$ cat src/rtl/sp_ram_arbiter.sv
// Round-robin arbiter sharing one single-port byte-enable RAM between two
// req/gnt/rvalid requesters, with a saturating conflict counter for debug.
module sp_ram_arbiter #(
  parameter int ADDR_WIDTH = 8,
  parameter int DATA_WIDTH = 32,
  parameter int CNT_WIDTH  = 16
) (
  input  logic                      clk,
  input  logic                      rst_n,

  input  logic                      p0_req_i,
  output logic                      p0_gnt_o,
  input  logic [ADDR_WIDTH-1:0]     p0_addr_i,
  input  logic                      p0_we_i,
  input  logic [DATA_WIDTH/8-1:0]   p0_be_i,
  input  logic [DATA_WIDTH-1:0]     p0_wdata_i,
  output logic                      p0_rvalid_o,
  output logic [DATA_WIDTH-1:0]     p0_rdata_o,

  input  logic                      p1_req_i,
  output logic                      p1_gnt_o,
  input  logic [ADDR_WIDTH-1:0]     p1_addr_i,
  input  logic                      p1_we_i,
  input  logic [DATA_WIDTH/8-1:0]   p1_be_i,
  input  logic [DATA_WIDTH-1:0]     p1_wdata_i,
  output logic                      p1_rvalid_o,
  output logic [DATA_WIDTH-1:0]     p1_rdata_o,

  output logic                      ram_en_o,
  output logic [ADDR_WIDTH-1:0]     ram_addr_o,
  output logic                      ram_we_o,
  output logic [DATA_WIDTH/8-1:0]   ram_be_o,
  output logic [DATA_WIDTH-1:0]     ram_wdata_o,
  input  logic [DATA_WIDTH-1:0]     ram_rdata_i,

  input  logic                      cnt_clr_i,
  output logic [CNT_WIDTH-1:0]      conflict_cnt_o
);

  localparam int BE_WIDTH = DATA_WIDTH / 8;
  localparam logic [CNT_WIDTH-1:0] CNT_MAX = '1;
  localparam logic [CNT_WIDTH-1:0] CNT_ONE = {{(CNT_WIDTH-1){1'b0}}, 1'b1};

  logic                 last_q, last_d;
  logic [1:0]           rvalid_q, rvalid_d;
  logic [CNT_WIDTH-1:0] cnt_q, cnt_d;
  logic                 conflict;

  // last_q names the port served most recently; on contention the other wins.
  always_comb begin
    conflict = p0_req_i & p1_req_i;
    p0_gnt_o = p0_req_i & (~p1_req_i | last_q);
    p1_gnt_o = p1_req_i & (~p0_req_i | ~last_q);
  end

  always_comb begin
    ram_en_o    = p0_gnt_o | p1_gnt_o;
    ram_addr_o  = p1_gnt_o ? p1_addr_i  : p0_addr_i;
    ram_wdata_o = p1_gnt_o ? p1_wdata_i : p0_wdata_i;
    ram_we_o    = (p0_gnt_o & p0_we_i) | (p1_gnt_o & p1_we_i);
    ram_be_o    = '0;
    if (p0_gnt_o) begin
      ram_be_o = p0_be_i;
    end else if (p1_gnt_o) begin
      ram_be_o = p1_be_i;
    end
  end

  always_comb begin
    last_d = last_q;
    if (p0_gnt_o) begin
      last_d = 1'b0;
    end else if (p1_gnt_o) begin
      last_d = 1'b1;
    end

    rvalid_d = {p1_gnt_o, p0_gnt_o};

    cnt_d = cnt_q;
    if (cnt_clr_i) begin
      cnt_d = '0;
    end else if (conflict && (cnt_q != CNT_MAX)) begin
      cnt_d = cnt_q + CNT_ONE;
    end
  end

  always_ff @(posedge clk or negedge rst_n) begin
    if (!rst_n) begin
      last_q   <= 1'b1;
      rvalid_q <= 2'b00;
      cnt_q    <= '0;
    end else begin
      last_q   <= last_d;
      rvalid_q <= rvalid_d;
      cnt_q    <= cnt_d;
    end
  end

  // The RAM registers its own read data, so responses are a pure broadcast.
  assign p0_rvalid_o    = rvalid_q[0];
  assign p1_rvalid_o    = rvalid_q[1];
  assign p0_rdata_o     = ram_rdata_i;
  assign p1_rdata_o     = ram_rdata_i;
  assign conflict_cnt_o = cnt_q;

endmodule

$ cat config.mk
export PLATFORM = sky130hd
export DESIGN_NAME = sp_ram_arbiter
export DESIGN_NICKNAME = d
export VERILOG_FILES = /design/src/rtl/sp_ram_arbiter.sv
export SDC_FILE = /design/constraint.sdc
export NUM_CORES = 1
export LEC_CHECK = 0
export ABC_AREA = 1
export CAP_MARGIN = 0
export CORE_AREA = 2 2 99 101
export DETAILED_ROUTE_END_ITERATION = 6
export DIE_AREA = 0 0 101 103
export PLACE_DENSITY = 0.82
export SLEW_MARGIN = 20
export SYNTH_ARGS = -nofsm -noshare
export SYNTH_HDL_FRONTEND = slang
export SYNTH_SLANG_ARGS = --single-unit
$ cat constraint.sdc
create_clock -name clk -period 1.7 [get_ports clk]
set_clock_uncertainty 0.2 [all_clocks]
set_input_delay 0.17 -clock clk [delete_from_list [all_inputs] [get_ports clk]]
set_output_delay 0.17 -clock clk [all_outputs]
set_load 0.02 [all_outputs]
Yosys cells after proc, flatten, opt, wreduce, memory -nomap -nowiden
Cells that the tools add are included.
{"block": "totals", "ramBits": 0, "rom_bits": 0, "mem_count": 0, "output_inout_bits": 130, "regBits": 19, "latch_bits": 0}
{"block": "op_classes", "n_bitwise": 12, "n_div": 0, "n_lt_le_gt_ge": 0, "add_sub_neg": 1, "n_reduce_logical": 3, "multipliers": 0, "shift": 0, "eq_ne": 1, "muxes": 8}
{"operator": "two-way mux 16 bit", "count": 2}
{"operator": "two-way mux 32 bit", "count": 1}
{"operator": "adder 16 x 1 -> 16 bit, second input constant", "count": 1}
{"operator": "inequality test 16 bit, second input constant", "count": 1}
{"operator": "two-way mux 4 bit", "count": 2}
{"operator": "two-way mux 8 bit", "count": 1}
{"operator": "AND 1 bit", "count": 5}
{"operator": "OR 1 bit", "count": 4}
{"operator": "nonzero test 2 bit", "count": 2}
{"operator": "inverter 1 bit", "count": 3}
{"operator": "two-way mux 1 bit", "count": 2}
{"operator": "logical AND 1 bit", "count": 1}

Logic depth before layout (Yosys ltp)
{"block": "logic_depth", "word_depth": 5, "mapped_depth": 10}

Least setup slack after synthesis
Ideal clock, no wire load.
{"block": "synth_path", "path_type": "register -> register", "from": "reg cnt_q[0] (netlist: conflict_cnt_o[0])", "to": "reg cnt_q[2] (netlist: conflict_cnt_o[2])", "arrival_time_ns": 1.548, "path_buffers": 1, "setup_time_ns": 0.066, "setup_slack_ns": -0.114, "path_stages_with_launch": 10, "cell_sequence": "dfrtp_1 ha_1 nand3_2 inv_2 nand2_2 nor2_4 nor2_2 buf_2 nand4_1 nand2_1"}
{"block": "synth_via", "elab_chain_len": 3, "word_cells_on_any_way": 6, "classes_between": "add/sub (1); eq/ne (1); mux (2); reduce/logical (2)"}
{"item": "start: declaration", "line": "46", "source": "logic [CNT_WIDTH-1:0] cnt_q, cnt_d;"}
{"item": "start signal: assignment", "line": "95", "source": "cnt_q <= cnt_d;"}
{"item": "adder 16 x 1 -> 16 bit / inequality test 16 bit (equally long branches)", "line": "83, 82"}
{"item": "two-way mux 16 bit / logical AND 1 bit (equally long branches)", "line": "82", "source": "end else if (conflict && (cnt_q != CNT_MAX)) begin"}
{"item": "two-way mux 16 bit / nonzero test 2 bit (equally long branches)"}
Parallel ways exist; a longest one is shown, timed or not. The select of a mux whose other input is x is not followed.
A chain may end at the register's enable or synchronous reset.

Worst setup path in the final report
{"block": "layout_path", "from": "reg last_q", "to": "out ram_wdata_o[27]"}
{"block": "layout_via", "elab_chain_len": 4}
{"item": "start: declaration", "line": "44", "source": "logic last_q, last_d;"}
{"item": "start signal: assignment", "line": "93", "source": "last_q <= last_d;"}
{"item": "inverter 1 bit", "line": "53", "source": "p1_gnt_o = p1_req_i & (~p0_req_i | ~last_q);"}
{"item": "OR 1 bit", "line": "53"}
{"item": "AND 1 bit", "line": "53"}
{"item": "two-way mux 32 bit", "line": "59", "source": "ram_wdata_o = p1_gnt_o ? p1_wdata_i : p0_wdata_i;"}
{"item": "end: declaration", "line": "33", "source": "output logic [DATA_WIDTH-1:0] ram_wdata_o,"}
No other way between the ends.

==> impl_metrics.csv <==
group,metric,value,unit
run_status,status,"complete, but fails checks",
run_status,violations,"setup timing",
power_and_ir_drop,powerDensity,448.8,nW/µm²
finish,regArea,479.2,µm²
clock_tree,clkLatencyLatePin,0.27,ns
worst_setup_path,crit_start,"last_q",
drt,drc,0,
placement,placed_cells,586,
worst_setup_path,rr_endpoint,"conflict_cnt_o[15]",
placement,hpwl,7.157,mm
finish,layout_commonest_cell,"clkdlybuf4s50_1",
finish,fin_area,4519,µm²
finish,num-nets-final,622,
min_path,hold_path_class,"in -> async",
die,ios,257,
drt,drt_iter0_markers,72,
finish,diodes,0,
worst_setup_path,crit_end,"ram_wdata_o[27]",
power_and_ir_drop,ir_worst_vdd,309.1,µV
clock_tree,root_buffer,"clkbuf_8",
clock_tree,clockBufferDepth,2,
worst_setup_path,reg2reg_depth,10,
drt,wl_per_cell,16.68,µm
worst_setup_path,cp-start-kind,"flip-flop",
die,core-area,9459,µm²
finish,area_growth,111.1,%
global_route,overflow,0,
worst_setup_path,slowest_delay,0.56,ns
die,die-width,101,µm
power_and_ir_drop,total_power,2028,µW
drt,wirelength,10.13,mm
worst_setup_path,worst-path-max-fanout,5,
synth,synthesis.nets,483,
clock_tree,cts_made_buffers,3,
drt,viasPerCell,4.656,
finish,mostFrequentLayoutCells,"clkdlybuf4s50_1 (96), nand2_1 (81), nand2_2 (62)",
timing,tns,-10.46,ns
timing,slew_viol_final,0,
timing,relSlewSlack,78.40,%
synth,ys.warnings.count,0,
synth,syn_area,2141,µm²
global_route,grt_pass1_wl,13.38,mm
synth,yosysUniqueCellTypes,27,
synth,synth_simple_gate_area_share,44.59,%
timing,final-hold-violation-count,0,
drt,num_vias,2826,
synth,synthAdderAreaFrac,0.5845,%
synth,synth_xor_area_share,1.227,%
die,rows,36,
timing,fmaxAchievable,505.7,MHz
worst_setup_path,cp.arrival,1.61,ns
synth,synth_top_area_cell,"nand2_1",
worst_setup_path,slowest_stage,"dfstp_2",
clock_tree,cts.sinks,19,
timing,rsz0062_at_grt,"true",
synth,yosysSeqAreaShare,22.27,%
timing,setup_ws,-0.2775,ns
worst_setup_path,criticalPathCategory,"reg -> out",
clock_tree,holdBufCountCts,0,
clock_tree,tritoncts,"yes",
clock_tree,clk_pin_slew,0.08,ns
finish,multiInputGateArea,1541,µm²
worst_setup_path,cp-end-kind,"output pin",
synth,synth_top_family_by_area,"simple AND/OR/NAND/NOR gates",
global_route,antenna_found_initial,0,
synth,syn_area_per_cell,6.030,µm²
global_route,grt_max_degree,22,
worst_setup_path,worst_ep_required_time,1.33,ns
clock_tree,htreeDepth,1,
worst_setup_path,crit_chain,"nand2_2, nand2_4, buf_8, buf_12, buf_16, nand2_2, nand2_2, buf_6",
die,die_area,10400,µm²
worst_setup_path,worstReg2RegStart,"conflict_cnt_o[0]",
placement,gp_congestion,0.9090,
timing,period_minus_slack,1.977,ns
placement,place_area,3650,µm²
worst_setup_path,r2r_slack,-0.01,ns
finish,fillers,901,
die,start_util,22.63,%
synth,synth_mux_area_share,0,%
finish,drive_gt1_share,44.22,%
placement,io_buffers,160,
worst_setup_path,cpMostUsedCell,"nand2_2",
finish,stdcell_count,607,
job,maxCapViolations,0,
die,fp.dieH,103,µm
synth,ys_top_cells_by_area,"nand2_1 (31%), buf_4 (22%), dfrtp_1 (21%), nand4_1 (3.8%), nor2_1 (3.3%)",
synth,synth-seq-cells,19,
global_route,track_usage,16.98,%
timing,post-route-period-util,116.3,%
synth,synth_compound_area_share,3.916,%
timing,worstMarginPinSlew,0.3228,ns
power_and_ir_drop,power_leakage,0.002280,µW
synth,syn_inst,355,
drt,firstDrtPassIters,4,
drt,ant_nets,0,
synth,synth_top_area_share,31.03,%
timing,finalSetupViolCount,53,
global_route,grt_pass1_vias,2495,
## worst max-delay path: cells and delay by family, from the launching register on
family,cells,cell delay (ns)
flops,1,0.56
buf+inv,4,0.48
simple gates,4,0.30
## state kept, by name, indices dropped and copies added, names as in the netlist
name and count:
rvalid_q 2, conflict_cnt_o 16, last_q 1
## area by class of cell
type	instances	area share, %
inverter	15	1.467
tap	114	3.156
sequential	19	10.60
clock buffer	4	0.9967
multi-input combinational	246	34.11
timing repair buffer	209	49.67
## worst min-delay path by stage
stage,from,end,slack [ns],cells after the start
after floorplan,rst_n,conflict_cnt_o[0],-0.33,0
after global placement,ram_rdata_i[23],p0_rdata_o[23],0.14,0
after detailed placement,ram_rdata_i[23],p0_rdata_o[23],0.14,0
after CTS,rst_n,conflict_cnt_o[2],0.04,2
after global routing,rst_n,conflict_cnt_o[2],0.05,2
final,rst_n,conflict_cnt_o[2],0.03,2
## routing by layer
layer | up-vias | global-route usage [%] | part of all wire, %
li1 | 1321 | - | -
met1 | 1297 | 20.50 | 36
met2 | 191 | 28.10 | 52
met3 | 17 | 6.983 | 9.6
met4 | 0 | 4.470 | 2.0
met5 | - | 0 | 0
## Yosys cell counts (all sizes together)
master / number
or2: 2
nand2: 180
xor2: 3
a22o: 5
dfrtp: 18
nand3: 10
nand4: 13
clkbuf: 5
o21ai: 5
ha: 1
nor2: 23
clkinv: 1
inv: 14
dfstp: 1
nor3: 1
buf: 70
and2: 1
o21bai: 2
## per-stage QoR
step | utilization, % | worst slack (ns) | hold slack (ns)
2_1_floorplan | - | 0.005938 | -0.3256
3_3_place_gp | 38.58 | -0.5847 | 0.1402
3_5_place_dp | 38.58 | -0.5815 | 0.1402
4_1_cts | 40.16 | -0.2823 | 0.03934
5_1_grt | 47.78 | -0.3379 | 0.04921
6_report | 47.78 | -0.2775 | 0.02938
## logic make-up (layout without fill, tap and decap cells)
logic type	Yosys count	after routing
buf+inv	90	228
flops	19	19
fa+ha+maj	1	1
simple gates	230	230
xor+xnor	3	3
compound gates	12	12
## repair_timing
action                                  in CTS  in global routing
endpoints found under the setup margin      64                 61
cloned                                       4                  4
pin swaps                                    3                 42
gates resized for setup                    280                177
setup buffers                                3                  6
hold endpoints to repair                     0                  0
## power breakdown
part | internal [µW] | switching (µW) | leakage (µW)
registers | 463 | 6.78 | 0.000255
clock network | 168 | 178 | 0.0000228
logic | 656 | 557 | 0.00200
No activity file was read; power rests on OpenSTA's default activity.
